**config.mk**
```make
export PLATFORM = sky130hd
export DESIGN_NAME = spike_rate_decoder_flat
export DESIGN_NICKNAME = d
export VERILOG_FILES = /design/src/rtl/spike_rate_decoder_if.sv /design/src/rtl/spike_rate_decoder.sv /design/src/flat_wrapper.sv
export SDC_FILE = /design/constraint.sdc
export NUM_CORES = 1
export LEC_CHECK = 0
export ABC_AREA = 0
export BUFFER_PORTS_ARGS = -buffer_cell sky130_fd_sc_hd__buf_2
export CAP_MARGIN = 20
export CORE_ASPECT_RATIO = 1.2
export CORE_MARGIN = 2
export CORE_UTILIZATION = 43
export CTS_CLUSTER_DIAMETER = 80
export CTS_CLUSTER_SIZE = 30
export DETAILED_ROUTE_END_ITERATION = 8
export SYNTH_ARGS = -nofsm -noshare
export SYNTH_HDL_FRONTEND = slang
export SYNTH_SLANG_ARGS = --single-unit
```
**constraint.sdc**
```tcl
create_clock -name clk -period 9.06 [get_ports clk]
set_input_delay 0.453 -clock clk [delete_from_list [all_inputs] [get_ports clk]]
set_output_delay 0.453 -clock clk [all_outputs]
set_load 0.005 [all_outputs]
```
**src/rtl/spike_rate_decoder_if.sv**
```systemverilog
// spike_rate_decoder_if
//   Bundles the data-path signals of spike_rate_decoder.
//   master : drives en, spikes, rd_sel; observes results (upstream/readout side)
//   slave  : the decoder itself
//   Signals:
//     en          count enable
//     spikes      per-cycle spike vector, bit i = neuron i fired
//     rd_sel      readout select into snapshot bank
//     winner      index of max-count neuron, last completed window
//     winner_cnt  spike count of winner
//     any_spike   winner_cnt != 0
//     done        one-cycle pulse when results update
//     rd_cnt      snapshot count of neuron rd_sel
//     ovf         per-neuron saturation flags (only with SPIKE_OVF_EN)
interface spike_rate_decoder_if #(
    parameter int unsigned N_NEURONS = 8,
    parameter int unsigned CNT_W     = 7
);
    localparam int unsigned IDX_W = (N_NEURONS > 1) ? $clog2(N_NEURONS) : 1;

    logic                 en;
    logic [N_NEURONS-1:0] spikes;
    logic [IDX_W-1:0]     rd_sel;
    logic [IDX_W-1:0]     winner;
    logic [CNT_W-1:0]     winner_cnt;
    logic                 any_spike;
    logic                 done;
    logic [CNT_W-1:0]     rd_cnt;
`ifdef SPIKE_OVF_EN
    logic [N_NEURONS-1:0] ovf;
`endif

    modport master (
        output en, spikes, rd_sel,
`ifdef SPIKE_OVF_EN
        input  ovf,
`endif
        input  winner, winner_cnt, any_spike, done, rd_cnt
    );

    modport slave (
        input  en, spikes, rd_sel,
`ifdef SPIKE_OVF_EN
        output ovf,
`endif
        output winner, winner_cnt, any_spike, done, rd_cnt
    );
endinterface

```
**src/rtl/spike_rate_decoder.sv**
```systemverilog
// spike_rate_decoder
//   Counts spikes per neuron over a window of WINDOW enabled cycles, snapshots
//   the counts at the window end, then scans the snapshot one entry per cycle
//   to find the neuron with the highest count (ties -> lowest index) and
//   publishes winner / winner_cnt / any_spike with a one-cycle done pulse.
//   Ports:
//     clk  rising-edge clock
//     rst  synchronous active-high reset
//     bus  spike_rate_decoder_if.slave (en, spikes, rd_sel in; results out)
//   Optional feature: define SPIKE_OVF_EN to add per-neuron saturation flags
//   (bus.ovf), captured into the snapshot bank with the counts.
module spike_rate_decoder #(
    parameter int unsigned N_NEURONS = 8,
    parameter int unsigned WINDOW    = 64,
    parameter int unsigned CNT_W     = 7
) (
    input  logic                   clk,
    input  logic                   rst,
    spike_rate_decoder_if.slave    bus
);
    localparam int unsigned IDX_W = (N_NEURONS > 1) ? $clog2(N_NEURONS) : 1;
    localparam int unsigned WIN_W = (WINDOW > 1) ? $clog2(WINDOW) : 1;
    localparam logic [CNT_W-1:0] CNT_MAX = '1;

    typedef enum logic {S_IDLE, S_SCAN} state_t;

    state_t                          state_q, state_d;
    logic [WIN_W-1:0]                win_q, win_d;
    logic [N_NEURONS-1:0][CNT_W-1:0] cnt_q, cnt_d, snap_q, snap_d, cnt_inc;
    logic [IDX_W-1:0]                idx_q, idx_d;
    logic [IDX_W-1:0]                best_idx_q, best_idx_d;
    logic [CNT_W-1:0]                best_cnt_q, best_cnt_d;
    logic [IDX_W-1:0]                winner_q, winner_d;
    logic [CNT_W-1:0]                winner_cnt_q, winner_cnt_d;
    logic                            any_q, any_d;
    logic                            done_q, done_d;
    logic                            boundary;
    logic [IDX_W-1:0]                new_idx;
    logic [CNT_W-1:0]                new_cnt;

    assign boundary = bus.en && (win_q == WIN_W'(WINDOW - 1));

    // Saturating per-neuron increment; also the value captured at the boundary,
    // so the last cycle's spikes land in the snapshot.
    always_comb begin
        for (int unsigned i = 0; i < N_NEURONS; i++) begin
            cnt_inc[i] = (cnt_q[i] == CNT_MAX) ? CNT_MAX
                       : cnt_q[i] + {{(CNT_W-1){1'b0}}, bus.spikes[i]};
        end
    end

    always_comb begin
        win_d  = win_q;
        cnt_d  = cnt_q;
        snap_d = snap_q;
        if (bus.en) begin
            if (boundary) begin
                win_d  = '0;
                cnt_d  = '0;
                snap_d = cnt_inc;
            end else begin
                win_d = win_q + 1'b1;
                cnt_d = cnt_inc;
            end
        end
    end

    // Argmax scan: strict '>' keeps the lowest index on ties.
    always_comb begin
        state_d      = state_q;
        idx_d        = idx_q;
        best_idx_d   = best_idx_q;
        best_cnt_d   = best_cnt_q;
        winner_d     = winner_q;
        winner_cnt_d = winner_cnt_q;
        any_d        = any_q;
        done_d       = 1'b0;
        new_idx      = best_idx_q;
        new_cnt      = best_cnt_q;
        case (state_q)
            S_IDLE: begin
                if (boundary) begin
                    state_d    = S_SCAN;
                    idx_d      = '0;
                    best_idx_d = '0;
                    best_cnt_d = '0;
                end
            end
            S_SCAN: begin
                if (snap_q[idx_q] > best_cnt_q) begin
                    new_idx = idx_q;
                    new_cnt = snap_q[idx_q];
                end
                best_idx_d = new_idx;
                best_cnt_d = new_cnt;
                if (idx_q == IDX_W'(N_NEURONS - 1)) begin
                    winner_d     = new_idx;
                    winner_cnt_d = new_cnt;
                    any_d        = (new_cnt != '0);
                    done_d       = 1'b1;
                    state_d      = S_IDLE;
                end else begin
                    idx_d = idx_q + 1'b1;
                end
            end
            default: state_d = S_IDLE;
        endcase
    end

    always_ff @(posedge clk) begin
        if (rst) begin
            state_q      <= S_IDLE;
            win_q        <= '0;
            cnt_q        <= '0;
            snap_q       <= '0;
            idx_q        <= '0;
            best_idx_q   <= '0;
            best_cnt_q   <= '0;
            winner_q     <= '0;
            winner_cnt_q <= '0;
            any_q        <= 1'b0;
            done_q       <= 1'b0;
        end else begin
            state_q      <= state_d;
            win_q        <= win_d;
            cnt_q        <= cnt_d;
            snap_q       <= snap_d;
            idx_q        <= idx_d;
            best_idx_q   <= best_idx_d;
            best_cnt_q   <= best_cnt_d;
            winner_q     <= winner_d;
            winner_cnt_q <= winner_cnt_d;
            any_q        <= any_d;
            done_q       <= done_d;
        end
    end

    assign bus.winner     = winner_q;
    assign bus.winner_cnt = winner_cnt_q;
    assign bus.any_spike  = any_q;
    assign bus.done       = done_q;
    assign bus.rd_cnt     = ({1'b0, bus.rd_sel} < (IDX_W+1)'(N_NEURONS))
                          ? snap_q[bus.rd_sel] : '0;

`ifdef SPIKE_OVF_EN
    logic [N_NEURONS-1:0] flag_q, flag_d, snap_ovf_q, snap_ovf_d, sat_hit;

    // A flag is raised when a spike arrives while the counter is already at max.
    always_comb begin
        for (int unsigned i = 0; i < N_NEURONS; i++) begin
            sat_hit[i] = bus.spikes[i] && (cnt_q[i] == CNT_MAX);
        end
        flag_d     = flag_q;
        snap_ovf_d = snap_ovf_q;
        if (bus.en) begin
            if (boundary) begin
                flag_d     = '0;
                snap_ovf_d = flag_q | sat_hit;
            end else begin
                flag_d = flag_q | sat_hit;
            end
        end
    end

    always_ff @(posedge clk) begin
        if (rst) begin
            flag_q     <= '0;
            snap_ovf_q <= '0;
        end else begin
            flag_q     <= flag_d;
            snap_ovf_q <= snap_ovf_d;
        end
    end

    assign bus.ovf = snap_ovf_q;
`endif
endmodule

```
**src/flat_wrapper.sv**
```systemverilog
// flat-port wrapper written by rule: the top's interface ports become plain ports
module spike_rate_decoder_flat 
#(
    parameter int unsigned N_NEURONS = 8,
    parameter int unsigned WINDOW    = 64,
    parameter int unsigned CNT_W     = 7
)
  (clk, rst, bus_en, bus_spikes, bus_rd_sel, bus_winner, bus_winner_cnt, bus_any_spike, bus_done, bus_rd_cnt);
  spike_rate_decoder_if #(.N_NEURONS(N_NEURONS), .CNT_W(CNT_W)) bus_i ();
  input  logic clk;
  input  logic rst;
  input wire logic [$bits(bus_i.en)-1:0] bus_en;
  input wire logic [$bits(bus_i.spikes)-1:0] bus_spikes;
  input wire logic [$bits(bus_i.rd_sel)-1:0] bus_rd_sel;
  output wire logic [$bits(bus_i.winner)-1:0] bus_winner;
  output wire logic [$bits(bus_i.winner_cnt)-1:0] bus_winner_cnt;
  output wire logic [$bits(bus_i.any_spike)-1:0] bus_any_spike;
  output wire logic [$bits(bus_i.done)-1:0] bus_done;
  output wire logic [$bits(bus_i.rd_cnt)-1:0] bus_rd_cnt;
  assign bus_i.en = bus_en;
  assign bus_i.spikes = bus_spikes;
  assign bus_i.rd_sel = bus_rd_sel;
  assign bus_winner = bus_i.winner;
  assign bus_winner_cnt = bus_i.winner_cnt;
  assign bus_any_spike = bus_i.any_spike;
  assign bus_done = bus_i.done;
  assign bus_rd_cnt = bus_i.rd_cnt;
  spike_rate_decoder #(.N_NEURONS(N_NEURONS), .WINDOW(WINDOW), .CNT_W(CNT_W)) u_core (.clk(clk), .rst(rst), .bus(bus_i));
endmodule
```
Word-level counts from Yosys, hierarchy flattened
Cells that the tools add are included.

Magnitude comparators: 3. Mux-type cells: 27. Bitwise logic cells: 1. Reduce and logical (&&, ||, !) cells: 6. Equal/unequal tests: 12. Multiply operators: 0. Add/subtract/negate cells: 10. Shifts and indexed selects: 0. Div/mod/pow operators: 0.

Operator list (count): 7-bit two-way mux (13); 7-bit by 1-bit adder with 7-bit output (8); 7-bit equality test, second input constant (8); 56-bit two-way mux (1); 7-bit binary-select mux with 3-bit select (2); 7-bit case mux with 2 select lines (1); 3-bit case mux with 2 select lines (2); 3-bit two-way mux (3); 3-bit by 4-bit less-than comparator with 1-bit output, second input constant (2); 7-bit greater-than comparator (1); 7-bit nonzero test (1); 6-bit by 1-bit adder with 6-bit output, second input constant (1); 6-bit equality test, second input constant (1); 6-bit two-way mux (1); 2-bit AND reduction (3); 3-bit by 1-bit adder with 3-bit output, second input constant (1); 3-bit equality test, second input constant (1); 1-bit two-way mux (3); 2-bit by 1-bit != test with 1-bit output, second input constant (1); 2-bit != test, second input constant (1); 1-bit case mux with 2 select lines (1); 2-bit OR reduction (1); 1-bit logical AND (1); 1-bit inverter (1).

Bits in writable memories: 0. Output and inout bits: 19. Logic and storage cells: 84. Memory bits (read-only): 0. Register bits after elaboration: 144. Latch bits: 0. Memories: 0.

Depth between registers and ports, before layout
Word-level depth: 6. Gate-level depth with buffers: 13. Mapped depth without buffers: 9.

Worst setup path after synthesis
No wires, ideal clock.

Path kind: reg2reg. From: register u_core.idx_q[1]. To: register u_core.any_q (netlist: u_core.bus.any_spike). Data arrival time: 2.907 ns. Path buffers: 3. Required time: 8.931 ns. Period minus slack after synthesis: 3.037 ns. Stages on the path, launching flop included: 13. Setup slack: 6.023 ns. Cells stage by stage: dfxtp_1 -> clkbuf_1 -> buf_2 -> mux4_2 -> mux2_2 -> ha_1 -> nand4_1 -> a21oi_1 -> o22a_1 -> buf_4 -> or4_1 -> a211oi_2 -> o31ai_1.

Word-level cells in the longest chain between the ends: 6. Elaborated cells on any way between the ends: 8. Classes of those cells: order compare (1); eq/ne (1); mux (4); reduce/logical (2).

Ends and longest elaborated chain: start, declared (line spike_rate_decoder.sv:30) `logic [IDX_W-1:0] idx_q, idx_d;`; start signal, assigned (line spike_rate_decoder.sv:128) `idx_q <= idx_d;`; 7-bit binary-select mux with 3-bit select (line spike_rate_decoder.sv:90, spike_rate_decoder.sv:92); 7-bit two-way mux (not written as such) (line spike_rate_decoder.sv:90, spike_rate_decoder.sv:92); 7-bit greater-than comparator (line spike_rate_decoder.sv:90) `if (snap_q[idx_q] > best_cnt_q) begin`; 7-bit two-way mux (line spike_rate_decoder.sv:90); 7-bit two-way mux (line spike_rate_decoder.sv:80) `case (state_q)`; 7-bit nonzero test (line spike_rate_decoder.sv:99) `any_d = (new_cnt != '0);`; end signal, assigned (line spike_rate_decoder.sv:133) `any_q <= any_d;`; end, declared (line spike_rate_decoder.sv:35) `logic any_q, any_d;`.

Several ways; a longest one is shown, not always the timed one. The select of a mux whose other input is x is not followed. A chain may end at the register's enable or synchronous reset.

Final worst setup path
From: register u_core.idx_q[0]. To: register u_core.any_q (netlist: u_core.bus.any_spike).

The elaborated chain is that of the path after synthesis.

==> run summary <==
Outcome: completed
GRT Overall Usage: 20.6%
Placed instance area: 7640 um2
Worst EP arrival: 4000 ps
CTS Hold Buffers Added: 0
Grt total ovfl: 0
Fin worst setup slack: 5330 ps
Setup TNS: 0 ps
Peak supply drop: 0.120 mV
Die ar.: 18300 um2
Compound-cell area share of the yosys netlist: 17.5%
Synthesis-stage register bit count: 144
Critical path launch point: u_core.idx_q[0]
Clock Latency Late Sink: 420 ps
Area growth syn-to-layout: 11.2%
Initial Util: 43.9%
Synthesis warning total: 0
Top FF cell, synth: dfxtp_1
Adder-cell area share of the yosys netlist: 4.39%
Crit path max fanout: 18
CTS tree: built
FMAX: 0.268 GHz
Leakage: 2.98 nW
Hold Crit Class: flop to flop
Final Cycle Share: 41.2%
Total Nets Final: 881
WL/cell: 16.6 um
Synthesized net count: 880
Cells after Synth: 840
CTS buffer count: 17
Largest net degree at the start of global routing: 77
Setup Fix Bufs, Post-CTS: 0
RSZ-0062 raised after global routing: no
Top post-synthesis cells by area: dfxtp_1, mux4_2, nand2_1
Endpoint type of the worst setup path: flop
Final ANT Viol Nets: 0
Register clock-pin slew on the reported worst setup and hold paths: 60 ps
Root Buffer Master: clkbuf_16
Largest area contributor in the netlist: dfxtp_1
Post-route cell area: 8230 um2
Non-filler cells, final: 1070
DRC: 0
Synth unique cells: 44
Largest family of logic cells by synthesized area: simple AND/OR/NAND/NOR gates
WHS: 458 ps
Final Max Tran Viols: 0
Number of max-cap violations: 0
Synth Area in Simple Gates: 18.6%
DR pass1 iterations: 8
Setup Skew: 7.49 ps
# IOs: 33
Initial drt markers: 446
Vias: 6129
Multiplexer area fraction after synthesis: 12.8%
First-pass GRT wire length: 29400 um
# fillers: 1629
H-tree Lvls: 4
Cell Pwr Density: 166 nW/um2
HPWL after detailed placement: 11800 um
Reg-to-Reg Start: u_core.idx_q[0]
Synthesized cell area: 7400 um2
Row cnt: 52
Deepest clock path buffer count: 2
Die Ht: 148 um
Max-slew headroom: 46.8%
Endpoints failing hold: 0
Vias in the first global route: 5746
Gpl congestion: 0.847
Share of Yosys cell area claimed by the top area cell type: 38.9%
Share of layout cells above drive strength 1: 13.6%
Worst setup SP type: flop
# placed instances: 1037
Post-synth EDFFs: 0
WS Path Type: flop to flop
Req. time, crit path: 9330 ps
Min Tclk post-route: 3730 ps
Initial antenna violation count: 1
Avg Inst Size Synth: 8.81 um2
Post-synthesis async set-or-reset flop share: 0%
End-of-flow core utilization: 48.8%
Post-Route WL: 17800 um
Design Power: 1.37 mW
Slew @ Worst Pin: 798 ps
Clock sinks: 144
# resized after CTS: 0
Core footprint: 16900 um2
Synth Area in XOR/XNOR: 3.55%
Die width: 124 um
Setup Viol. Count Final: 0
Post-Place Worst Slack: 4990 ps
Seq/Total Area, Yosys: 38.9%
Routed vias/inst: 5.73
Port bufs: 32
Hold_sp: u_core.bus.winner_cnt[6]
==> where the power goes <==
group | leakage [nW] | internal (mW) | switching, mW | total (mW)
sequential | 1.16 | 0.638 | 0.00666 | 0.645
combinational | 1.54 | 0.0145 | 0.0325 | 0.0470
clock | 0.278 | 0.407 | 0.268 | 0.675
total | 2.98 | 1.06 | 0.307 | 1.37
==> kinds of logic after synthesis <==
logic type / count (synthesis)
XOR/XNOR: 30
AO/OA/AOI/OAI: 203
multiplexers: 55
buffers and inverters: 72
AND/OR/NAND/NOR: 310
adder cells (fa/ha/maj): 26
flip-flops: 144
==> cell usage after synthesis, drive strengths merged, types with 19 or more instances <==
cell type / count
a21oi: 69
a22oi: 34
clkbuf: 42
dfxtp: 144
ha: 26
mux4: 28
nand2: 124
nand3: 19
nor2: 84
nor3: 41
o21ai: 35
xor2: 21
==> critical path, stage by stage (launching register included) <==
cell and delay, ps:
dfxtp_1 580, buf_16 210, mux4_1 540, mux2_2 310, ha_1 320, a21oi_1 150
a21oi_1 120, o22a_1 480, or4_1 520, a211oi_2 240, o31ai_1 110
==> cell usage in the layout, fill, tap and decap left out, types with 9 or more instances in the layout <==
cell type and instances:
inv_1 16, and3_1 9, nand3_1 19, nand2_1 124, mux4_2 24, a22oi_1 34, nor3_1 40, clkbuf_16 17
a311oi_1 10, a21boi_0 14, nand4_1 11, a21oi_1 67, o21ai_0 34, a31oi_1 14, dfxtp_1 144, mux2i_1 9
and4_1 10, nor2_1 83, buf_2 31, ha_1 26, mux2_2 15, xnor2_1 9, xor2_1 21
==> per-layer routing <==
metal | global-route usage [%] | share of wire, %
met4 | 7.61 | 2.4
met5 | 0 | 0
met2 | 31.5 | 46
met3 | 4.44 | 3.4
met1 | 28.3 | 48
==> flip-flops by register name, summed over array words and instances (netlist names) <==
signal / flops
u_core.bus.done: 1
u_core.bus.winner_cnt: 7
u_core.idx_q: 3
u_core.best_idx_q: 3
u_core.bus.any_spike: 1
u_core.cnt_q: 56
u_core.win_q: 6
u_core.bus.winner: 3
u_core.snap_q: 56
u_core.best_cnt_q: 7
u_core.state_q: 1
==> cell type report <==
| class | instances | area [um2] | area share [%] |
|---|---|---|---|
| diodes | 1 | 2.50 | 0.0304 |
| clock buffers | 19 | 443 | 5.38 |
| clock inverters | 12 | 119 | 1.44 |
| inverters | 16 | 60.1 | 0.730 |
| multi-input cells | 624 | 4220 | 51.3 |
| flip-flops and latches | 144 | 2880 | 35.0 |
| well taps | 216 | 270 | 3.28 |
| repair buffers | 38 | 228 | 2.77 |
==> final timing paths <==
path                                                 end  depth (start not counted)  slack [ps]
worst min-delay path            u_core.bus.winner_cnt[6]                          2         460
worst max register to register      u_core.bus.any_spike                         10        5330
worst max-delay path                u_core.bus.any_spike                         10        5330
worst min register to register  u_core.bus.winner_cnt[6]                          2         460
Note: power is estimated with default switching activity, not from simulation.
